$ cat config.mk
export PLATFORM = sky130hd
export DESIGN_NAME = out_capture_buffer_flat
export DESIGN_NICKNAME = d
export VERILOG_FILES = /design/src/rtl/out_capture_buffer_if.sv /design/src/rtl/out_capture_buffer.sv /design/src/flat_wrapper.sv
export SDC_FILE = /design/constraint.sdc
export NUM_CORES = 1
export LEC_CHECK = 0
export ABC_AREA = 1
export CAP_MARGIN = 5
export CELL_PAD_IN_SITES_DETAIL_PLACEMENT = 0
export CELL_PAD_IN_SITES_GLOBAL_PLACEMENT = 1
export CORE_MARGIN = 2
export CORE_UTILIZATION = 48
export CTS_CLUSTER_DIAMETER = 120
export DETAILED_ROUTE_END_ITERATION = 16
export MAX_ROUTING_LAYER = met4
export PLACE_DENSITY = 0.9
export SLEW_MARGIN = 20
export SYNTH_ARGS = -nofsm -noshare
export SYNTH_HDL_FRONTEND = slang
export SYNTH_SLANG_ARGS = --single-unit
$ cat constraint.sdc
create_clock -name clock -period 4.6 [get_ports clock]
set_input_delay 0.92 -clock clock [delete_from_list [all_inputs] [get_ports clock]]
set_output_delay 0.92 -clock clock [all_outputs]
set_load 0.005 [all_outputs]
$ cat src/rtl/out_capture_buffer_if.sv
// Capture and drain signals between the CPU output port, the capture buffer and its sink.
// Drain handshake: a word transfers on a rising edge where drainValid and drainReady are both 1.
// drainValid never depends on drainReady, and drainData holds steady while drainValid=1 and drainReady=0.
// outFlag is a one-cycle strobe with no back-pressure; out is sampled when it is high.
interface out_capture_buffer_if #(
  parameter int DATAWIDTH = 25
);
  logic                 outFlag;
  logic [DATAWIDTH-1:0] out;
  logic                 drainValid;
  logic                 drainReady;
  logic [DATAWIDTH-1:0] drainData;

  modport master (
    output outFlag,
    output out,
    output drainReady,
    input  drainValid,
    input  drainData
  );

  modport slave (
    input  outFlag,
    input  out,
    input  drainReady,
    output drainValid,
    output drainData
  );
endinterface

$ cat src/rtl/out_capture_buffer.sv
// Captures flagged CPU output words into a FIFO and drains them over a valid/ready port,
// with saturating captured/dropped counters, sticky overflow and an optional capture limit.
module out_capture_buffer #(
  parameter int DATAWIDTH  = 25,
  parameter int DEPTH      = 16,
  parameter int ADDRWIDTH  = 4,
  parameter int COUNTWIDTH = 16
) (
  input  logic                  clock,
  input  logic                  reset,
  out_capture_buffer_if.slave   bus,
  input  logic [COUNTWIDTH-1:0] limit,
  input  logic                  clear,
  output logic [ADDRWIDTH:0]    level,
  output logic [COUNTWIDTH-1:0] captured,
  output logic [COUNTWIDTH-1:0] dropped,
  output logic                  overflow,
  output logic                  done
);

  localparam logic [ADDRWIDTH:0]    FULL_LEVEL = (ADDRWIDTH+1)'(DEPTH);
  localparam logic [COUNTWIDTH-1:0] COUNT_MAX  = '1;

  logic [DATAWIDTH-1:0]  mem [DEPTH];
  logic [ADDRWIDTH-1:0]  rd_ptr;
  logic [ADDRWIDTH-1:0]  wr_ptr;
  logic                  full;
  logic                  pop;
  logic                  push_req;
  logic                  push_ok;
  logic                  drop;
  logic [COUNTWIDTH-1:0] captured_next;
  logic                  done_next;

  // Outputs come only from level, rd_ptr and memory, so no input reaches them combinationally.
  assign bus.drainValid = (level != '0);
  assign bus.drainData  = bus.drainValid ? mem[rd_ptr] : '0;

  assign full     = (level == FULL_LEVEL);
  assign pop      = bus.drainValid & bus.drainReady;
  assign push_req = bus.outFlag & ~done;
  assign push_ok  = push_req & (~full | pop);
  assign drop     = push_req & full & ~pop;

  // done looks at the post-edge count so the word reaching the limit is the last one accepted.
  always_comb begin
    captured_next = captured;
    if (push_ok && (captured != COUNT_MAX)) begin
      captured_next = captured + 1'b1;
    end
    done_next = (limit != '0) && (captured_next >= limit);
  end

  always_ff @(posedge clock) begin
    if (reset || clear) begin
      rd_ptr   <= '0;
      wr_ptr   <= '0;
      level    <= '0;
      captured <= '0;
      dropped  <= '0;
      overflow <= 1'b0;
      done     <= 1'b0;
    end else begin
      if (push_ok) begin
        wr_ptr <= wr_ptr + 1'b1;
      end
      if (pop) begin
        rd_ptr <= rd_ptr + 1'b1;
      end
      case ({push_ok, pop})
        2'b10:   level <= level + 1'b1;
        2'b01:   level <= level - 1'b1;
        default: level <= level;
      endcase
      captured <= captured_next;
      if (drop) begin
        overflow <= 1'b1;
        if (dropped != COUNT_MAX) begin
          dropped <= dropped + 1'b1;
        end
      end
      done <= done_next;
    end
  end

  // Storage is left uninitialised on reset; only the pointers define what is valid.
  always_ff @(posedge clock) begin
    if (!reset && !clear && push_ok) begin
      mem[wr_ptr] <= bus.out;
    end
  end

endmodule

$ cat src/flat_wrapper.sv
// flat-port wrapper written by rule: the top's interface ports become plain ports
module out_capture_buffer_flat 
#(
  parameter int DATAWIDTH  = 25,
  parameter int DEPTH      = 16,
  parameter int ADDRWIDTH  = 4,
  parameter int COUNTWIDTH = 16
)
  (clock, reset, limit, clear, level, captured, dropped, overflow, done, bus_outFlag, bus_out, bus_drainReady, bus_drainValid, bus_drainData);
  out_capture_buffer_if #(.DATAWIDTH(DATAWIDTH)) bus_i ();
  input  logic clock;
  input  logic reset;
  input  logic [COUNTWIDTH-1:0] limit;
  input  logic clear;
  output logic [ADDRWIDTH:0] level;
  output logic [COUNTWIDTH-1:0] captured;
  output logic [COUNTWIDTH-1:0] dropped;
  output logic overflow;
  output logic done;
  input wire logic [$bits(bus_i.outFlag)-1:0] bus_outFlag;
  input wire logic [$bits(bus_i.out)-1:0] bus_out;
  input wire logic [$bits(bus_i.drainReady)-1:0] bus_drainReady;
  output wire logic [$bits(bus_i.drainValid)-1:0] bus_drainValid;
  output wire logic [$bits(bus_i.drainData)-1:0] bus_drainData;
  assign bus_i.outFlag = bus_outFlag;
  assign bus_i.out = bus_out;
  assign bus_i.drainReady = bus_drainReady;
  assign bus_drainValid = bus_i.drainValid;
  assign bus_drainData = bus_i.drainData;
  out_capture_buffer #(.DATAWIDTH(DATAWIDTH), .DEPTH(DEPTH), .ADDRWIDTH(ADDRWIDTH), .COUNTWIDTH(COUNTWIDTH)) u_core (.clock(clock), .reset(reset), .bus(bus_i), .limit(limit), .clear(clear), .level(level), .captured(captured), .dropped(dropped), .overflow(overflow), .done(done));
endmodule
Word level (Yosys, flattened, before mapping)
Memories as Yosys holds them, arrays and structs flattened. A register that Yosys moved wholly into a read port is not among the register bits.
Index checks and enable logic that the tools add are counted.
{"block": "word_totals", "reg_bits": 47, "ramBits": 400, "n_memories": 1}
{"name": "u_core.mem", "depth": 16, "width": 25, "rd": 1, "rd_clocked_by_memory_dff": 1, "write_ports": 1, "line_no": "out_capture_buffer.sv:24", "rtl": "logic [DATAWIDTH-1:0] mem [DEPTH];"}
{"block": "op_classes", "add_sub_neg": 6, "order_cmp": 1, "n_eq_ne": 5, "muxes": 7, "bitwise_logic": 9, "n_reduce_logical": 11}
{"cell": "$add A16 B1 Y16 const B", "n": 2}
{"cell": "$ne A16 B16 Y1 const B", "n": 2}
{"cell": "$mux W25", "n": 1}
{"cell": "$ge A16 B16 Y1", "n": 1}
{"cell": "$mux W16", "n": 1}
{"cell": "$reduce_bool A16 Y1", "n": 1}
{"cell": "$pmux W5 S2", "n": 1}
{"cell": "$add A4 B1 Y4 const B", "n": 2}
{"cell": "$mux W4", "n": 2}
{"cell": "$add A5 B1 Y5 const B", "n": 1}
{"cell": "$and A1 B1 Y1", "n": 5}
{"cell": "$eq A5 B5 Y1 const B", "n": 1}
{"cell": "$reduce_bool A5 Y1", "n": 1}
{"cell": "$sub A5 B1 Y5 const B", "n": 1}
{"cell": "$logic_and A1 B1 Y1", "n": 4}
{"cell": "$not A1 Y1", "n": 3}
{"cell": "$eq A2 B1 Y1 const B", "n": 1}
{"cell": "$eq A2 B2 Y1 const B", "n": 1}
{"cell": "$logic_not A1 Y1", "n": 2}
{"cell": "$mux W1", "n": 2}
{"cell": "$reduce_and A2 Y1", "n": 1}
{"cell": "$reduce_bool A2 Y1", "n": 1}
{"cell": "$logic_or A1 B1 Y1", "n": 1}
{"cell": "$or A1 B1 Y1", "n": 1}

Longest topological paths before layout
Gate-level depths: netlist (run 1).
{"block": "logic_depth", "word_depth": 8, "ltp_mapped": 19}

Worst setup path after synthesis (run 1)
No wires, ideal clock.
{"block": "synth_path", "path_type": "input -> register", "startpoint": "input clear", "endpoint": "memory u_core.mem[11][0] (enable)", "arrival_time_ns": 3.319, "slack_ns": 0.843, "stages": 4, "path_buffers": 1, "path_cell_list": "nor2_1 inv_2 clkbuf_1 nor3_1"}
{"block": "synth_via", "elab_chain_len": 5}
{"item": "start: declaration", "line_no": "flat_wrapper.sv:14", "rtl": "input logic clear;"}
{"item": "$logic_not A1 Y1", "line_no": "out_capture_buffer.sv:88", "rtl": "if (!reset && !clear && push_ok) begin"}
{"item": "$logic_and A1 B1 Y1 (2 in a row)", "line_no": "out_capture_buffer.sv:88"}
{"item": "$mux W1", "line_no": "out_capture_buffer.sv:88"}
{"item": "$mux W1 (not written as such)", "line_no": "out_capture_buffer.sv:89", "rtl": "mem[wr_ptr] <= bus.out;"}
{"item": "end: declaration", "line_no": "out_capture_buffer.sv:24"}
Every way passes these cells.

==> results.md, run 1 <==
- Initial antenna violation count: 1
- Num CTS Buffers: 46
- Placed insts: 2435
- Full die area: 42100 µm²
- Setup TNS: 0 ps
- Worst-path clk slew: 60 ps
- Vias in the first global route: 13.5k
- Slowest CP cell: dfxtp_4
- Final setup fails: 0
- Most frequent cells in the layout: 657 x nand2_1, 400 x edfxtp_1, 320 x nand3_1
- Final instance area: 22600 µm²
- Post-Syn Area: 19400 µm²
- Seq/Total Area, Yosys: 0.672
- Gr usage total: 0.236
- CP required: 3680 ps
- LEAKAGE: 0.00830 µW
- Flop and latch count out of synthesis: 451
- GP Congestion: 0.849
- Fin crit period: 4330 ps
- Pwr/cell area: 393 nW/µm²
- Post-Syn Instances: 1857
- Final Non-Filler Cells: 2522
- Final net count: 2032
- Period utilization: 0.941
- VDD IR max: 0.248 mV
- Layout cells sized above 1: 0.0736
- CP Buf/Inv Count: 2
- Core Region: 39800 µm²
- Chip width: 205 µm
- Row count: 73
- Worst r2r path cells: 14
- Worst-Margin Slew: 1110 ps
- Hold endpoint: u_core.overflow
- CTS Sinks: 451
- Initial DRC count: 1292
- Yosys cell types: 32
- Max_cap viols: 0
- GRT overflow: 0
- Initial Utilization: 0.487
- Fill cells: 3322
- Clock Skews: 14.2 ps
- Crit path max-delay family: buffers and inverters
- Syn Area/Cell: 10.5 µm²
- Largest net degree at the start of global routing: 86
- Vias per std cell: 5.51
- Final HPWL DP: 26400 µm
- CP most frequent cell: nand2_1
- Drt drc: 0
- Post-CTS Setup Inserts: 0
- RR Startpoint: u_core.captured[0]
- Clock Tree Buf Depth: 3
- Area after DPL: 21200 µm²
- Wire length of the first global-routing pass: 74300 µm
- Vias: 13.9k
- IO Count: 111
- Die H: 205 µm
- Worst setup SP type: register
- Final Hold Violating Endpoints: 0
- Worst rel slew slack: 0.262
- Status: completed
- CP Capture Type: output pin
- Slew Limit Fails: 0
- Post-CTS sizing: 0
- Unrepaired setup endpoints after global routing: no
- I/O Buffers: 110
- Commonest non-fill, non-tap cell in the layout: nand2_1
- Warnings, synthesis: 0
- Worst Hold Depth: 2
- Post-route ant nets: 0
- Drt pass-1 iters: 5
- Final WL: 47800 µm
- Hold wc startpoint: u_core.overflow
- FF-to-FF End: u_core.done
- Clk Latency, worst-skew pair: 550 ps
- Syn_nets: 1931
- CP peak stage delay: 770 ps
- H-tree depth: 2
- Crit-path cells: buf_4 -> nand2_1 -> nand3_1 -> nand3_1 -> nand2_1 -> nand2_1 -> a21oi_1 -> clkdlybuf4s50_1
- Worst Hold Class: reg2reg
- WP data arrival: 3410 ps
- Fmax: 231 MHz
- CTS tree: yes
- P&R area growth vs syn: 16.6%
- Largest fanout on the critical path: 65
- Setup CP Type: reg2out
- R2R setup slack: 1730 ps
- CTS Hold Buffers Added: 0
- Root Buffer: clkbuf_16
- WL/cell: 19.0 µm
==> per-stage QoR <==
stage	setup WS [ps]	hold slack, ps	power, µW	util
floorplan	843	447	5030	-
global placement	877	457	5380	0.532
detailed placement	888	462	5390	0.532
CTS	268	483	8930	0.568
global route	69.9	502	9180	0.568
finish	273	480	8880	0.568
==> cell families after synthesis <==
family | Yosys count | share of synthesized area
adders and majority gates | 28 | 0.0184
DFF | 451 | 0.672
and+or+nand+nor | 1105 | 0.242
buffers and inverters | 177 | 0.0389
AOI/OAI and AO/OA | 78 | 0.0213
xor gates and xnor gates | 18 | 0.00812
==> final cells by class <==
cell class,count,area [µm²],share of cell area
Tap cell,525,657,0.0290
Inverter,86,329,0.0145
Sequential cell,451,13000,0.576
Clock buffer,64,1290,0.0571
Clock inverter,22,159,0.00702
Antenna cell,1,2.50,0.000111
Multi-Input combinational cell,1229,5730,0.253
Timing Repair Buffer,144,1420,0.0627
==> tightest hold or removal path, cell delays in order, from the launching register on <==
cell     delay [ps]
dfxtp_1         330
nor2_1           50
nor2_1           70
==> layer usage <==
| metal | up-vias | part of all wire | global-route usage |
|---|---|---|---|
| met5 | - | 0 | - |
| met4 | 0 | 0.020 | 0.0663 |
| met3 | 84 | 0.085 | 0.0418 |
| met2 | 574 | 0.47 | 0.368 |
| met1 | 6701 | 0.42 | 0.319 |
| li1 | 6534 | - | - |
==> worst max-delay path by stage <==
stage	end	slack (ps)	depth (start not counted)
5_1_grt	bus_drainData[2]	70	8
2_1_floorplan	u_core.mem[11][0]	840	4
6_report	bus_drainData[2]	270	8
3_5_place_dp	bus_drainData[2]	890	8
3_3_place_gp	bus_drainData[2]	880	8
4_1_cts	bus_drainData[2]	270	8
==> registers in the layout, indices dropped and copies added, names as in the netlist, named ones only <==
register / count
u_core.mem: 400
u_core.rd_ptr: 4
u_core.dropped: 16
u_core.wr_ptr: 4
u_core.captured: 16
u_core.level: 5
u_core.done: 1
u_core.overflow: 1
==> power by group <==
group	total, µW	switching [µW]	internal [µW]
sequential	4520	37.2	4480
combinational	798	497	301
clock	3570	1500	2070
==> Yosys cell counts <==
cell type	number	area [µm²]
nor4_1	2	12.5
nand2_1	657	2470
nand3b_1	1	7.51
nand3_2	3	30.0
buf_1	10	37.5
ha_1	27	338
clkbuf_1	32	120
clkinv_1	2	7.51
dfxtp_1	51	1020
nand4_1	13	81.3
buf_8	1	15.0
nor2_1	82	308
edfxtp_1	400	12000
nand2_4	2	22.5
o21ai_2	1	8.76
o21ai_0	15	75.1
inv_2	4	15.0
or2_2	1	6.26
buf_6	3	33.8
nand3_1	320	1600
nor3_1	7	35.0
xor2_1	13	114
fa_1	1	20.0
nand2_2	8	50.1
inv_1	80	300
nor2_2	6	37.5
o21ai_4	1	16.3
xnor2_1	5	43.8
buf_2	45	225
nor2_4	3	33.8
a21oi_1	58	290
o21bai_1	3	22.5
Power figures use the tool's default switching activity.
==> run 2: changes to the inputs <==
--- a/config.mk
+++ b/config.mk
@@ -9,6 +9,7 @@
 export CAP_MARGIN = 5
 export CELL_PAD_IN_SITES_DETAIL_PLACEMENT = 0
 export CELL_PAD_IN_SITES_GLOBAL_PLACEMENT = 1
+export CORE_ASPECT_RATIO = 0.9
 export CORE_MARGIN = 2
 export CORE_UTILIZATION = 48
 export CTS_CLUSTER_DIAMETER = 120
==> run 2 against run 1 <==
Against the previous run:
- cell area decreased by 0.44%
- via count fell by 1.6%
- maximum frequency increased by 1.9%
- non-clock buffer count is 6 higher
- highest routed layer unchanged
- register-to-register slack gained 20 ps
- routed wire length fell by 1.1%
- first-iteration DRC count grew 5.5%
- largest power group unchanged
- power down 3.0%
- largest cell class unchanged
- cell count is 0.24% higher
- sequential power hardly changed
- worst hold slack improved by 4.5 ps
==> results.md, run 2 (same netlist as run 1, synthesis figures left out) <==
- Status: completed
- Hold Slack: 484 ps (+4.50 ps)
- Pwr/cell area: 383 nW/µm² (-2.5%)
- Setup CP Type: reg2out
- IO Count: 111 (unchanged)
- Full die area: 42100 µm² (about the same)
- VDD IR max: 0.274 mV (+11%)
- Commonest non-fill, non-tap cell in the layout: nand2_1
- Worst-path clk slew: 60 ps (about the same)
- Worst rel slew slack: 0.340 (+0.0781)
- Largest net degree at the start of global routing: 89 (+3.5%)
- Pint: 6620 µW (-3.4%)
- CTS tree: yes
- Post-CTS Setup Inserts: 0 (unchanged)
- Final Hold Violating Endpoints: 0 (unchanged)
- Ant. Diodes: 0 (-1)
- Final Non-Filler Cells: 2528 (+0.24%)
- Row count: 69 (-5.5%)
- Initial DRC count: 1363 (+5.5%)
- Final WL: 47300 µm (-1.1%)
- WP data arrival: 3330 ps (-80 ps)
- Sw Pwr: 2000 µW (-1.6%)
- Num CTS Buffers: 45 (-2.2%)
- Worst-Margin Slew: 990 ps (-117 ps)
- Comb pwr share: 0.091 (about the same)
- Worst Hold Class: reg2reg
- CP Capture Type: output pin
- Clock Power Share: 0.384 (-0.018)
- Wire length of the first global-routing pass: 75200 µm (+1.1%)
- Die H: 195 µm (-5.0%)
- H-tree depth: 2 (unchanged)
- Vias per std cell: 5.41 (-1.8%)
- LEAKAGE: 0.00826 µW (-0.44%)
- Chip width: 216 µm (+5.3%)
- Clock Tree Buf Depth: 3 (unchanged)
- Largest regs: u_core.mem: 400 flops, u_core.captured: 16 flops, u_core.dropped: 16 flops
- Initial antenna violation count: 0 (-1)
- Vias in the first global route: 13.5k (-0.030%)
- Post-CTS sizing: 0 (unchanged)
- I/O Buffers: 110 (unchanged)
- Clk Latency, worst-skew pair: 560 ps (about the same)
- Fin crit period: 4250 ps (-80.5 ps)
- Core Region: 39700 µm² (-0.28%)
- WL/cell: 18.7 µm (-1.4%)
- CTS Hold Buffers Added: 0 (unchanged)
- Period utilization: 0.923 (-0.0175)
- Slew Limit Fails: 0 (unchanged)
- Final setup fails: 0 (unchanged)
- Layout cells sized above 1: 0.0731 (-0.000501)
- Switching Share: 0.232 (+0.00312)
- Largest register FFs: 400 (unchanged)
- Final HPWL DP: 26600 µm (+0.57%)
- Seq pwr share: 0.525 (+0.017)
- Unrepaired setup endpoints after global routing: no
- GP Congestion: 0.844 (-0.62%)
- Gr usage total: 0.236 (about the same)
- Placed insts: 2448 (+0.53%)
- Vias: 13.7k (-1.6%)
- GRT overflow: 0 (unchanged)
- Final net count: 2037 (+0.25%)
- P&R area growth vs syn: 16.1%
- Initial Utilization: 0.489 (+0.00135)
- Max_cap viols: 0 (unchanged)
- Drt pass-1 iters: 6 (+1)
- Setup TNS: 0 ps (unchanged)
- CP required: 3680 ps (about the same)
- Drt drc: 0 (unchanged)
- Fmax: 235 MHz (+1.9%)
- Final instance area: 22500 µm² (-0.44%)
- Largest fanout on the critical path: 88 (+35%)
- Root Buffer: clkbuf_16
- CTS Sinks: 451 (unchanged)
- Post-route ant nets: 0 (unchanged)
- Top reg by flops: u_core.mem
- Area after DPL: 21200 µm² (+0.19%)
- Clock Skews: 25.9 ps (+11.7 ps)
- Worst setup SP type: register
- Most frequent cells in the layout: 657 x nand2_1, 400 x edfxtp_1, 320 x nand3_1
## run 2: changes by cell type in the layout (fill, tap and decap cells not counted), sizes merged
cell / delta
buf: +6
bufinv: -2
clkbuf: -5
clkinv: +3
clkinvlp: -2
diode: -1
## run 2: worst max-delay path, cell delays in order (launching register included)
cell and delay [ps]:
dfxtp_4 970, buf_4 570, nand2_1 110, nand3_1 120
nand3_1 90, nand2_1 100, nand2_1 60, a21oi_1 210
clkdlybuf4s50_1 550
## run 2: layout make-up
| class | instances | area, µm² |
|---|---|---|
| clock inverter | 21 | 103 |
| sequential | 451 | 13000 |
| multi-input combinational | 1229 | 5730 |
| tap | 532 | 666 |
| clock buffer | 59 | 1210 |
| inverter | 86 | 329 |
| fill | 3313 | 17200 |
| timing repair buffer | 150 | 1450 |
## run 2: layer usage
layer	wire length (µm)	part of all wire	track usage
met1	20800	0.44	0.336
met2	21700	0.46	0.360
met3	4020	0.085	0.0346
met4	767	0.016	0.0553
met5	0	0	-
## run 2: path summary, 6_finish.rpt
check                           from                to  slack [ps]  cells after the start
setup / recovery            register  bus_drainData[3]         350                      8
hold / removal       u_core.overflow   u_core.overflow         480                      2
setup reg to reg  u_core.captured[0]       u_core.done        1750                     14
hold reg to reg      u_core.overflow   u_core.overflow         480                      2
## run 2: stage by stage
step / setup slack (ps) / total power (µW) / utilization
after CTS: 314 / 8670 / 0.567
after global routing: 92.0 / 8950 / 0.567
after floorplan: 843 / 5030 / -
after global placement: 899 / 5380 / 0.534
after detailed placement: 901 / 5390 / 0.534
final: 354 / 8620 / 0.567
## run 2: power by group through the flow
stage	clock [µW]	sequential, µW	combinational [µW]
3_5_place_dp	0	4610	782
6_report	3310	4530	786
2_1_floorplan	0	4580	443
4_1_cts	3350	4530	788
3_3_place_gp	0	4610	765
5_1_grt	3540	4530	886
